===== src/rtl/machine_seg_scan.sv =====
// machine_seg_scan: time-multiplexes DIGITS hex digits onto one shared active-low segment bus.
// Define MACHINE_SEG_SCAN_DIM_EN to add a 4-bit brightness input with PWM anode dimming.
module machine_seg_scan #(
  parameter int DIGITS = 4,
  parameter int IDX_W  = 2,
  parameter int DIV    = 50000,
  parameter int CNT_W  = 16,
  parameter int BLANK  = 16
) (
  input  logic                  system1000,
  input  logic                  system1000_rstn,
  input  logic [4*DIGITS-1:0]   value,
  input  logic [DIGITS-1:0]     dp,
  input  logic                  load,
  input  logic                  enable,
`ifdef MACHINE_SEG_SCAN_DIM_EN
  input  logic [3:0]            brightness,
`endif
  output logic [DIGITS-1:0]     anode_n,
  output logic [6:0]            seg_n,
  output logic                  dp_n,
  output logic [IDX_W-1:0]      digit_idx,
  output logic                  slot_tick
);

  function automatic logic [6:0] f_decode(input logic [3:0] nib);
    logic [6:0] seg;
    case (nib)
      4'h0: seg = 7'h40;
      4'h1: seg = 7'h79;
      4'h2: seg = 7'h24;
      4'h3: seg = 7'h30;
      4'h4: seg = 7'h19;
      4'h5: seg = 7'h12;
      4'h6: seg = 7'h02;
      4'h7: seg = 7'h78;
      4'h8: seg = 7'h00;
      4'h9: seg = 7'h10;
      4'hA: seg = 7'h08;
      4'hB: seg = 7'h03;
      4'hC: seg = 7'h46;
      4'hD: seg = 7'h21;
      4'hE: seg = 7'h06;
      default: seg = 7'h0E;
    endcase
    return seg;
  endfunction

  logic [CNT_W-1:0]    r_presc;
  logic [IDX_W-1:0]    r_idx;
  logic [4*DIGITS-1:0] r_value;
  logic [DIGITS-1:0]   r_dp;
  logic [DIGITS-1:0]   r_anode_n;
  logic [6:0]          r_seg_n;
  logic                r_dp_n;
  logic                r_tick;

  logic                w_wrap;
  logic [CNT_W-1:0]    w_presc_next;
  logic [IDX_W-1:0]    w_idx_next;
  logic [4*DIGITS-1:0] w_value_next;
  logic [DIGITS-1:0]   w_dp_next;
  logic [3:0]          w_nibble;
  logic                w_dp_sel;
  logic                w_blank;
  logic                w_lit;
  logic [DIGITS-1:0]   w_anode_next;
  logic [6:0]          w_seg_next;
  logic                w_dpn_next;
  logic                w_tick_next;

  assign w_wrap = (r_presc == CNT_W'(DIV - 1));

  // Outputs are computed from the next state so anode, segments and index all move on one edge.
  always_comb begin
    w_presc_next = r_presc;
    w_idx_next   = r_idx;
    if (enable) begin
      if (w_wrap) begin
        w_presc_next = '0;
        w_idx_next   = (r_idx == IDX_W'(DIGITS - 1)) ? '0 : r_idx + IDX_W'(1);
      end else begin
        w_presc_next = r_presc + CNT_W'(1);
      end
    end
  end

  assign w_value_next = load ? value : r_value;
  assign w_dp_next    = load ? dp    : r_dp;

  always_comb begin
    w_nibble = '0;
    w_dp_sel = 1'b0;
    for (int k = 0; k < DIGITS; k++) begin
      if (w_idx_next == IDX_W'(k)) begin
        w_nibble = w_value_next[4*k +: 4];
        w_dp_sel = w_dp_next[k];
      end
    end
  end

  generate
    if (BLANK > 0) begin : g_blank
      assign w_blank = (w_presc_next < CNT_W'(BLANK));
    end else begin : g_noblank
      assign w_blank = 1'b0;
    end
  endgenerate

`ifdef MACHINE_SEG_SCAN_DIM_EN
  logic [3:0] r_pwm;
  logic [3:0] w_pwm_next;

  assign w_pwm_next = enable ? r_pwm + 4'd1 : r_pwm;
  assign w_lit      = !w_blank && (w_pwm_next <= brightness);

  always_ff @(posedge system1000 or negedge system1000_rstn) begin
    if (!system1000_rstn) begin
      r_pwm <= '0;
    end else begin
      r_pwm <= w_pwm_next;
    end
  end
`else
  assign w_lit = !w_blank;
`endif

  always_comb begin
    w_tick_next  = enable & w_wrap;
    w_anode_next = '1;
    w_seg_next   = 7'h7F;
    w_dpn_next   = 1'b1;
    if (enable) begin
      w_anode_next = w_lit ? ~(DIGITS'(1) << w_idx_next) : '1;
      w_seg_next   = f_decode(w_nibble);
      w_dpn_next   = ~w_dp_sel;
    end
  end

  always_ff @(posedge system1000 or negedge system1000_rstn) begin
    if (!system1000_rstn) begin
      r_presc   <= '0;
      r_idx     <= '0;
      r_value   <= '0;
      r_dp      <= '0;
      r_anode_n <= '1;
      r_seg_n   <= 7'h7F;
      r_dp_n    <= 1'b1;
      r_tick    <= 1'b0;
    end else begin
      r_presc   <= w_presc_next;
      r_idx     <= w_idx_next;
      r_value   <= w_value_next;
      r_dp      <= w_dp_next;
      r_anode_n <= w_anode_next;
      r_seg_n   <= w_seg_next;
      r_dp_n    <= w_dpn_next;
      r_tick    <= w_tick_next;
    end
  end

  assign anode_n   = r_anode_n;
  assign seg_n     = r_seg_n;
  assign dp_n      = r_dp_n;
  assign digit_idx = r_idx;
  assign slot_tick = r_tick;

endmodule

===== config.mk =====
export PLATFORM = sky130hd
export DESIGN_NAME = machine_seg_scan
export DESIGN_NICKNAME = d
export VERILOG_FILES = /design/src/rtl/machine_seg_scan.sv
export SDC_FILE = /design/constraint.sdc
export NUM_CORES = 1
export LEC_CHECK = 0
export CORE_MARGIN = 5
export CORE_UTILIZATION = 28
export DETAILED_ROUTE_END_ITERATION = 6
export SETUP_SLACK_MARGIN = 0.1
export SYNTH_ARGS = -nofsm -noshare
export SYNTH_HDL_FRONTEND = slang
export SYNTH_SLANG_ARGS = --single-unit

===== constraint.sdc =====
create_clock -name system1000 -period 5.2 [get_ports system1000]
set_input_delay 0.52 -clock system1000 [delete_from_list [all_inputs] [get_ports system1000]]
set_output_delay 0.52 -clock system1000 [all_outputs]
set_load 0.02 [all_outputs]

### Word-level counts from Yosys, hierarchy flattened

Memories as Yosys holds them, arrays and structs flattened.
Cells that the tools add are included.

| operators by class | value |
|---|---|
| $add $sub $neg | 2 |
| $lt $le $gt $ge | 1 |
| eq/ne operators | 5 |
| shifts and indexed selects | 1 |
| multiplexer cells | 19 |
| bitwise logic cells | 3 |
| reduce and logical (&&, ||, !) cells | 1 |

Operator list:

| operator | count |
|---|---|
| 2-to-1 mux 16 bit | 3 |
| 2-to-1 mux 4 bit | 7 |
| adder 16 x 1 -> 16 bit (second input constant) | 1 |
| equality test 16 bit (second input constant) | 1 |
| < comparator 16 x 5 -> 1 bit (second input constant) | 1 |
| 2-to-1 mux 7 bit | 1 |
| equality test 2 bit (second input constant) | 3 |
| 2-to-1 mux 2 bit | 3 |
| 2-to-1 mux 1 bit | 5 |
| NOT 4 bit | 1 |
| left shift 1 x 2 -> 4 bit (first input constant) | 1 |
| adder 2 x 1 -> 2 bit (second input constant) | 1 |
| equality test 2 x 1 -> 1 bit (second input constant) | 1 |
| logical NOT 2 bit | 1 |
| AND 1 bit | 1 |
| NOT 1 bit | 1 |

| word-level totals | value |
|---|---|
| bits in registers | 51 |
| bits in read-only memories | 112 |
| input port bits | 24 |
| output and inout bits | 15 |
| word-level logic and storage cells | 41 |
| memories | 1 |

Memory list:

| memory | depth | bits a word | read ports | clocked after memory_dff | wr ports | RTL line | text |
|---|---|---|---|---|---|---|---|
| (name not given) | 16 | 7 | 1 | 0 | 0 | 28 | `case (nib)` |

### Logic depth before layout (Yosys ltp)

Gate-level depths: netlist (run 1).

| logic depth | value |
|---|---|
| depth after elaboration | 11 |
| mapped depth | 13 |
| depth with buffers taken out | 13 |

### Worst setup path before layout (run 1)

No wires, ideal clock.

| timing path | value |
|---|---|
| path kind | reg-to-reg |
| start point | register r_presc[10] |
| end point | register r_seg_n[0] (netlist: seg_n[0]) |
| setup time | 0.096 ns |
| data arrival time | 3.531 ns |
| required time | 5.104 ns |
| slack | 1.573 ns |
| cell stages (with the launch flop) | 12 |
| buffers on the path | 0 |
| clock period less this slack | 3.627 ns |
| path through | dfrtp_1 or4b_4 nor4_4 mux2i_1 clkinv_4 mux2i_1 a211o_1 ha_1 inv_1 a21oi_1 a2111oi_0 a31oi_1 |

| on the way | value |
|---|---|
| longest elaborated chain between the ends | 10 |
| elaborated cells between the ends (all ways) | 13 |
| those cells by class | eq/ne (4); mux (7); reduce/logical (1); memory (1) |

RTL lines:

| item | RTL line | text |
|---|---|---|
| start: declaration | 49 | `logic [CNT_W-1:0] r_presc;` |
| start signal: assignment | 151 | `r_presc <= w_presc_next;` |
| equality test 16 bit * | 72 | `assign w_wrap = (r_presc == CNT_W'(DIV - 1));` |
| 2-to-1 mux 2 bit * | 79 | `if (w_wrap) begin` |
| 2-to-1 mux 2 bit * | 78 | `if (enable) begin` |
| named net w_idx_next[1] | 60 | `logic [IDX_W-1:0] w_idx_next;` |
| logical NOT 2 bit | 95 | `if (w_idx_next == IDX_W'(k)) begin` |
| 2-to-1 mux 4 bit (3 in a row) | 95 |  |
| 2-to-1 mux 4 bit * | 95 |  |
| memory (16 x 7 bit) * | n/a |  |
| 2-to-1 mux 7 bit * | 133 | `if (enable) begin` |
| named net w_seg_next[0] | 68 | `logic [6:0] w_seg_next;` |
| end signal: assignment | 156 | `r_seg_n <= w_seg_next;` |
| end: declaration | 54 | `logic [6:0] r_seg_n;` |

The timed path passes the listed nets; every way through them passes the cells marked *.

### Worst setup path after layout (run 1)

| timing path | value |
|---|---|
| start point | input port enable |
| end point | register r_seg_n[0] (netlist: seg_n[0]) |

| on the way | value |
|---|---|
| longest elaborated chain between the ends | 8 |
| elaborated cells between the ends (all ways) | 11 |
| those cells by class | eq/ne (3); mux (6); reduce/logical (1); memory (1) |

RTL lines:

| item | RTL line | text |
|---|---|---|
| start: declaration | 15 | `input logic enable,` |
| 2-to-1 mux 2 bit | 78 |  |
| logical NOT 2 bit | 95 |  |
| 2-to-1 mux 4 bit (4 in a row) | 95 |  |
| memory (16 x 7 bit) | n/a |  |
| 2-to-1 mux 7 bit * | 133 |  |
| named net w_seg_next[0] | 68 |  |

Marks and branches as above.

==> out/results.tsv, run 1 <==
stage	metric	value	unit
route	WL per Instance	14.3	um
critical_path	CP Data Required Time	5430	ps
route	drt first pass iters	4	
synthesis	Yosys Warn Count	0	
floorplanning	die area	0.0113	mm^2
global_route	vias in the first global route	1851	
critical_path	launch point of the worst reg-to-reg path	r_presc[10]	
clocking	cts hold-fix bufs	0	
synthesis	Netlist Area Pre-Place	0.00260	mm^2
sta	final setup margin	1720	ps
global_route	first-pass GRT wire length	9270	um
finish	most frequent cells in the layout	dfrtp_1, clkdlybuf4s50_1, mux2i_1	
clocking	Worst-Skew Late Latency	320	ps
route	final wirelength	5590	um
finish	Finished Layout Cells	391	
floorplanning	Ports	39	
global_route	gr ovfl total	0	
clocking	root buf cell	clkbuf_8	
sta	max-slew violations	0	
sta	Fmax	0.287	GHz
synthesis	Post-synth ARST share	100	%
pwr	IR drop worst, VDD	0.174	mV
critical_path	worst r2r path cells	12	
floorplanning	row count	35	
sta	Tmin final	3480	ps
pwr	total power	0.000972	W
outcome	run status	complete, no violations	
clocking	CTS clk-pin slew, worst paths	100	ps
placed_design	dpl ws	1410	ps
finish	layout cell share with drive strength beyond 1	14.6	%
sta	Final Skew	7.22	ps
finish	Area Growth Syn to Fin	23.4	%
synthesis	Yosys cell types	42	
floorplanning	die width	106	um
sta	unrepaired setup endpoints after global routing	no	
placed_design	dpl cells	383	
finish	most common cell after layout, fill and taps aside	dfrtp_1	
sta	final setup fails	0	
synthesis	Syn Area/Cell	10.9	um^2
global_route	initial antenna violation count	0	
critical_path	Data arrival, critical path	3710	ps
route	DRC errors left	0	
floorplanning	initial core utilization	28.4	%
clocking	CTS Sinks	51	
critical_path	WS Path Type	input pin to register	
floorplanning	die height	106	um
synthesis	Synth Register Bits	51	
critical_path	R2R setup slack	1760	ps
placed_design	input/output buffers	38	
route	drt initial violations	66	
synthesis	Mapped Nets	272	
sta	Final period util	66.9	%
synthesis	cell count after synthesis	239	
critical_path	CP max FO	17	
clocking	TritonCTS Buffers	5	
sta	Total Negative Setup Slacks	0	ps
finish	diode count	0	
placed_design	Placed Area	0.00311	mm^2
synthesis	EDFF count, synth	0	
synthesis	Seq/Total Area, Yosys	49.6	%
global_route	GRT Total Usage	10.3	%
sta	slew at the pin closest to its max-slew limit	1000	ps
job	max cap viols	0	
critical_path	Critical Path Sink Type	register	
clocking	Gates resized, CTS repair	0	
floorplanning	core area	0.00915	mm^2
sta	Fin. Hold Viols	0	
clocking	postcts setup bufs	0	
pwr	static leakage	1.40	nW
synthesis	top_reg_cell synth	dfrtp_1	
sta	max_slew headroom	33.1	%
clocking	CTS H-Tree Depth	2	
global_route	largest net degree at the start of global routing	52	
route	via count	1849	
route	post-route ant nets	0	
placed_design	post-DP HPWL	4050	um
route	mean number of vias per cell	4.73	
clocking	largest buffer count on any clock path	2	
finish	post-route cell area	0.00321	mm^2
critical_path	CP Launch Type	input pin	
worst_hold_path	Hold WC Path Type	input pin to asynchronous set/reset pin	
finish	Post-layout nets	312	
critical_path	Crit Reg-Reg Endpoint	seg_n[0]	
placed_design	global placement routability congestion	0.861	
clocking	CTS tree	yes	
pwr	Pwr per Cell Area	303	mW/mm^2
==> kinds of logic (layout without fill, tap and decap cells) <==
kind of cell	count (synthesis)	after routing	share of synthesized area (%)
compound gates	26	26	7.31
xor+xnor	16	16	5.39
fa+ha+maj	9	9	4.33
buf+inv	27	68	4.18
flops	51	51	49.6
mux	34	34	13.7
simple gates	76	76	15.4
==> worst max-delay path by stage <==
stage	cells after the start	end	from	slack [ps]
3_5_place_dp	14	seg_n[0]	enable	1410
4_1_cts	14	seg_n[0]	enable	1740
3_3_place_gp	15	seg_n[0]	enable	1500
2_1_floorplan	11	seg_n[0]	r_presc[10]	1570
6_report	14	seg_n[0]	enable	1720
5_1_grt	15	seg_n[5]	enable	1470
==> stage by stage <==
stage	hold WS (ps)	utilization [%]
after floorplan	224	-
after global placement	480	34.0
after detailed placement	485	34.0
after CTS	314	35.1
after global routing	346	35.1
final	293	35.1
==> Yosys cell counts, drive strengths merged (2+ instances only) <==
library cell / n / area [um^2]
dfrtp: 39 / 976
mux2i: 21 / 210
nor2: 19 / 71.3
nand2: 17 / 63.8
inv: 16 / 60.1
mux2: 13 / 146
dfstp: 12 / 315
xnor2: 11 / 96.3
ha: 9 / 113
nor3: 9 / 45.0
a211o: 7 / 61.3
nand4: 7 / 43.8
clkbuf: 6 / 22.5
nand3: 5 / 25.0
xor2: 5 / 43.8
and2: 4 / 25.0
buf: 4 / 17.5
o21ai: 4 / 20.0
a21oi: 3 / 15.0
a31oi: 3 / 18.8
and3: 3 / 18.8
or3: 3 / 18.8
nor3b: 2 / 15.0
nor4: 2 / 27.5
o211ai: 2 / 15.0
or4b: 2 / 23.8
==> critical path, stage by stage <==
cell	delay [ps]
clkdlybuf4s50_1	450
buf_4	210
nand4_1	220
nor4_4	300
buf_4	280
mux2i_1	210
buf_4	210
nor3_1	70
a211o_1	350
ha_1	290
inv_1	90
a21oi_1	60
a2111oi_0	390
a31oi_1	70
==> power breakdown <==
group / internal, W / switching [W] / total (W)
combinational: 0.000108 / 0.000117 / 0.000225
sequential: 0.000456 / 0.0000441 / 0.000500
clock: 0.0000999 / 0.000146 / 0.000246
==> sequential cells by signal, indices dropped and copies added, names as in the netlist <==
signal and flops:
seg_n 7, slot_tick 1, anode_n 4, r_presc 16
r_value 16, dp_n 1, r_dp 4, digit_idx 2
==> final cells by class <==
cell class | count | area [um^2]
well taps | 111 | 139
clock buffers | 5 | 68.8
flip-flops and latches | 51 | 1290
repair buffers | 43 | 413
clock inverters | 3 | 28.8
multi-input cells | 161 | 1200
fillers | 910 | 5940
inverters | 17 | 68.8
==> per-layer routing <==
metal  vias to the layer above  wire, um  GRT usage, %
li1                        915         -             -
met1                       890      2740          14.2
met2                        34      2480          15.5
met3                        10       273          2.73
met4                         0        97          3.98
met5                         -         0             0
No activity file was read; power rests on OpenSTA's default activity.
==> run 2, diff against run 1 <==
==> constraint.sdc (replaced) <==
create_clock -name system1000 -period 3.4 [get_ports system1000]
set_input_delay 0.34 -clock system1000 [delete_from_list [all_inputs] [get_ports system1000]]
set_output_delay 0.34 -clock system1000 [all_outputs]
set_load 0.02 [all_outputs]
==> run 2 against run 1 <==
  * Non-clock buffer count is 23 higher
  * Wire length is 4.0% higher
  * Largest cell class unchanged
  * Hold slack worse by 150 ps
==> out/results.tsv, run 2 (synthesized netlist as in run 1, its figures left out) <==
stage	metric	value	unit
outcome	run status	complete, no violations	
global_route	first-pass GRT wire length	9590	um
route	final wirelength	5820	um
floorplanning	Ports	39	
pwr	switching power share of the total	31.0	%
placed_design	input/output buffers	38	
finish	Finished Layout Cells	415	
clocking	CTS clk-pin slew, worst paths	90	ps
route	mean number of vias per cell	4.72	
floorplanning	row count	35	
worst_hold_path	Hold WC Path Type	input pin to asynchronous set/reset pin	
sta	final setup fails	0	
critical_path	Critical Path Sink Type	register	
pwr	IR drop worst, VDD	0.303	mV
floorplanning	die height	106	um
placed_design	global placement routability congestion	0.791	
floorplanning	initial core utilization	28.4	%
pwr	static leakage	1.53	nW
floorplanning	die area	0.0113	mm^2
route	post-route ant nets	0	
finish	FF/Latch Area	0.00129	mm^2
finish	multi-input combinational cell area	0.00126	mm^2
clocking	CTS Sinks	51	
finish	post-route cell area	0.00346	mm^2
pwr	Psw	0.000467	W
clocking	largest buffer count on any clock path	2	
clocking	CTS H-Tree Depth	2	
pwr	Comb pwr share	25.5	%
global_route	largest net degree at the start of global routing	42	
global_route	GRT Total Usage	10.5	%
pwr	Pint	0.00104	W
route	drt first pass iters	4	
finish	diode count	0	
pwr	Pwr per Cell Area	436	mW/mm^2
global_route	gr ovfl total	0	
pwr	Clk pwr share	24.4	%
critical_path	WS Path Type	register to register	
route	via count	1960	
sta	max_slew headroom	41.5	%
sta	Tmin final	3220	ps
clocking	CTS tree	yes	
pwr	Flop pwr share	50.1	%
clocking	cts hold-fix bufs	0	
global_route	vias in the first global route	1952	
job	max cap viols	0	
finish	layout cell share with drive strength beyond 1	25.0	%
placed_design	dpl cells	393	
finish	Post-layout nets	336	
sta	Final period util	94.7	%
clocking	Worst-Skew Late Latency	310	ps
critical_path	CP Data Required Time	3640	ps
route	drt initial violations	71	
route	WL per Instance	14.0	um
finish	Area Growth Syn to Fin	32.9	%
critical_path	CP Launch Type	register	
clocking	TritonCTS Buffers	5	
critical_path	CP max FO	7	
placed_design	post-DP HPWL	4270	um
floorplanning	core area	0.00915	mm^2
sta	Fmax	0.311	GHz
clocking	root buf cell	clkbuf_8	
finish	most frequent cells in the layout	dfrtp_1, clkdlybuf4s50_1, buf_4	
sta	slew at the pin closest to its max-slew limit	878	ps
sta	final setup margin	181	ps
finish	FILL cells	871	
sta	unrepaired setup endpoints after global routing	no	
critical_path	Data arrival, critical path	3460	ps
sta	max-slew violations	0	
sta	Final Skew	7.70	ps
placed_design	dpl ws	-38.1	ps
placed_design	Placed Area	0.00322	mm^2
floorplanning	die width	106	um
route	DRC errors left	0	
sta	Final Hold Slack	142	ps
finish	most common cell after layout, fill and taps aside	dfrtp_1	
finish	Core Util, Final	37.8	%
sta	Fin. Hold Viols	0	
global_route	initial antenna violation count	0	
run 2: final timing paths:
kind                                 start          end  slack [ps]  cells past startpoint
max in group asynchronous  system1000_rstn     seg_n[4]        2500                      2
min                        system1000_rstn  r_presc[10]         140                      1
min reg2reg                     r_value[3]   r_value[3]         500                      2
max reg2reg                    r_presc[10]     seg_n[3]         180                     11
max                            r_presc[10]     seg_n[3]         180                     11
min in group system1000         r_value[3]   r_value[3]         500                      2
run 2: routing by layer:
layer / GRT usage [%] / vias to the layer above / wire (um) / share of wire, %
met4: 1.67 / 0 / 16 / 0.28
met3: 3.04 / 2 / 255 / 4.4
li1: - / 966 / - / -
met5: 0 / - / 0 / 0
met2: 16.7 / 38 / 2740 / 47
met1: 14.3 / 954 / 2810 / 48
run 2: area by class of cell:
class	count	area share (%)
Clock inverter	3	0.760
Clock buffer	5	1.99
Tap cell	111	4.02
Timing Repair inverter	1	0.145
Inverter	17	1.99
Sequential cell	51	37.3
Multi-Input combinational cell	161	36.4
Timing Repair Buffer	66	17.4
run 2: per-stage QoR:
stage,total power [W],setup TNS (ps)
2_1_floorplan,0.00101,0
4_1_cts,0.00153,0
5_1_grt,0.00161,0
3_5_place_dp,0.00115,-52.4
6_report,0.00151,0
3_3_place_gp,0.00114,0
run 2: repair_timing:
item | in CTS | in global routing
gates cloned | 0 | 1
gates resized for setup | 0 | 5
pin swaps | 1 | 1
setup endpoints to repair | 4 | 5
buffers inserted | 2 | 11
run 2: power groups by stage:
| stage | sequential (W) | combinational (W) | clock, W |
|---|---|---|---|
| floorplan | 0.000772 | 0.000239 | 0 |
| global placement | 0.000765 | 0.000375 | 0 |
| detailed placement | 0.000767 | 0.000381 | 0 |
| CTS | 0.000756 | 0.000384 | 0.000390 |
| global route | 0.000768 | 0.000429 | 0.000418 |
| finish | 0.000755 | 0.000384 | 0.000368 |
run 2: critical path: stages, from the launching register on:
cell and delay [ps]:
dfrtp_1 390, or4b_4 570, nor4_4 290, buf_6 160, mux2i_4 270, clkinv_4 110
mux2i_1 140, a211o_2 410, buf_4 160, ha_2 170, mux2_4 250, o31a_1 230
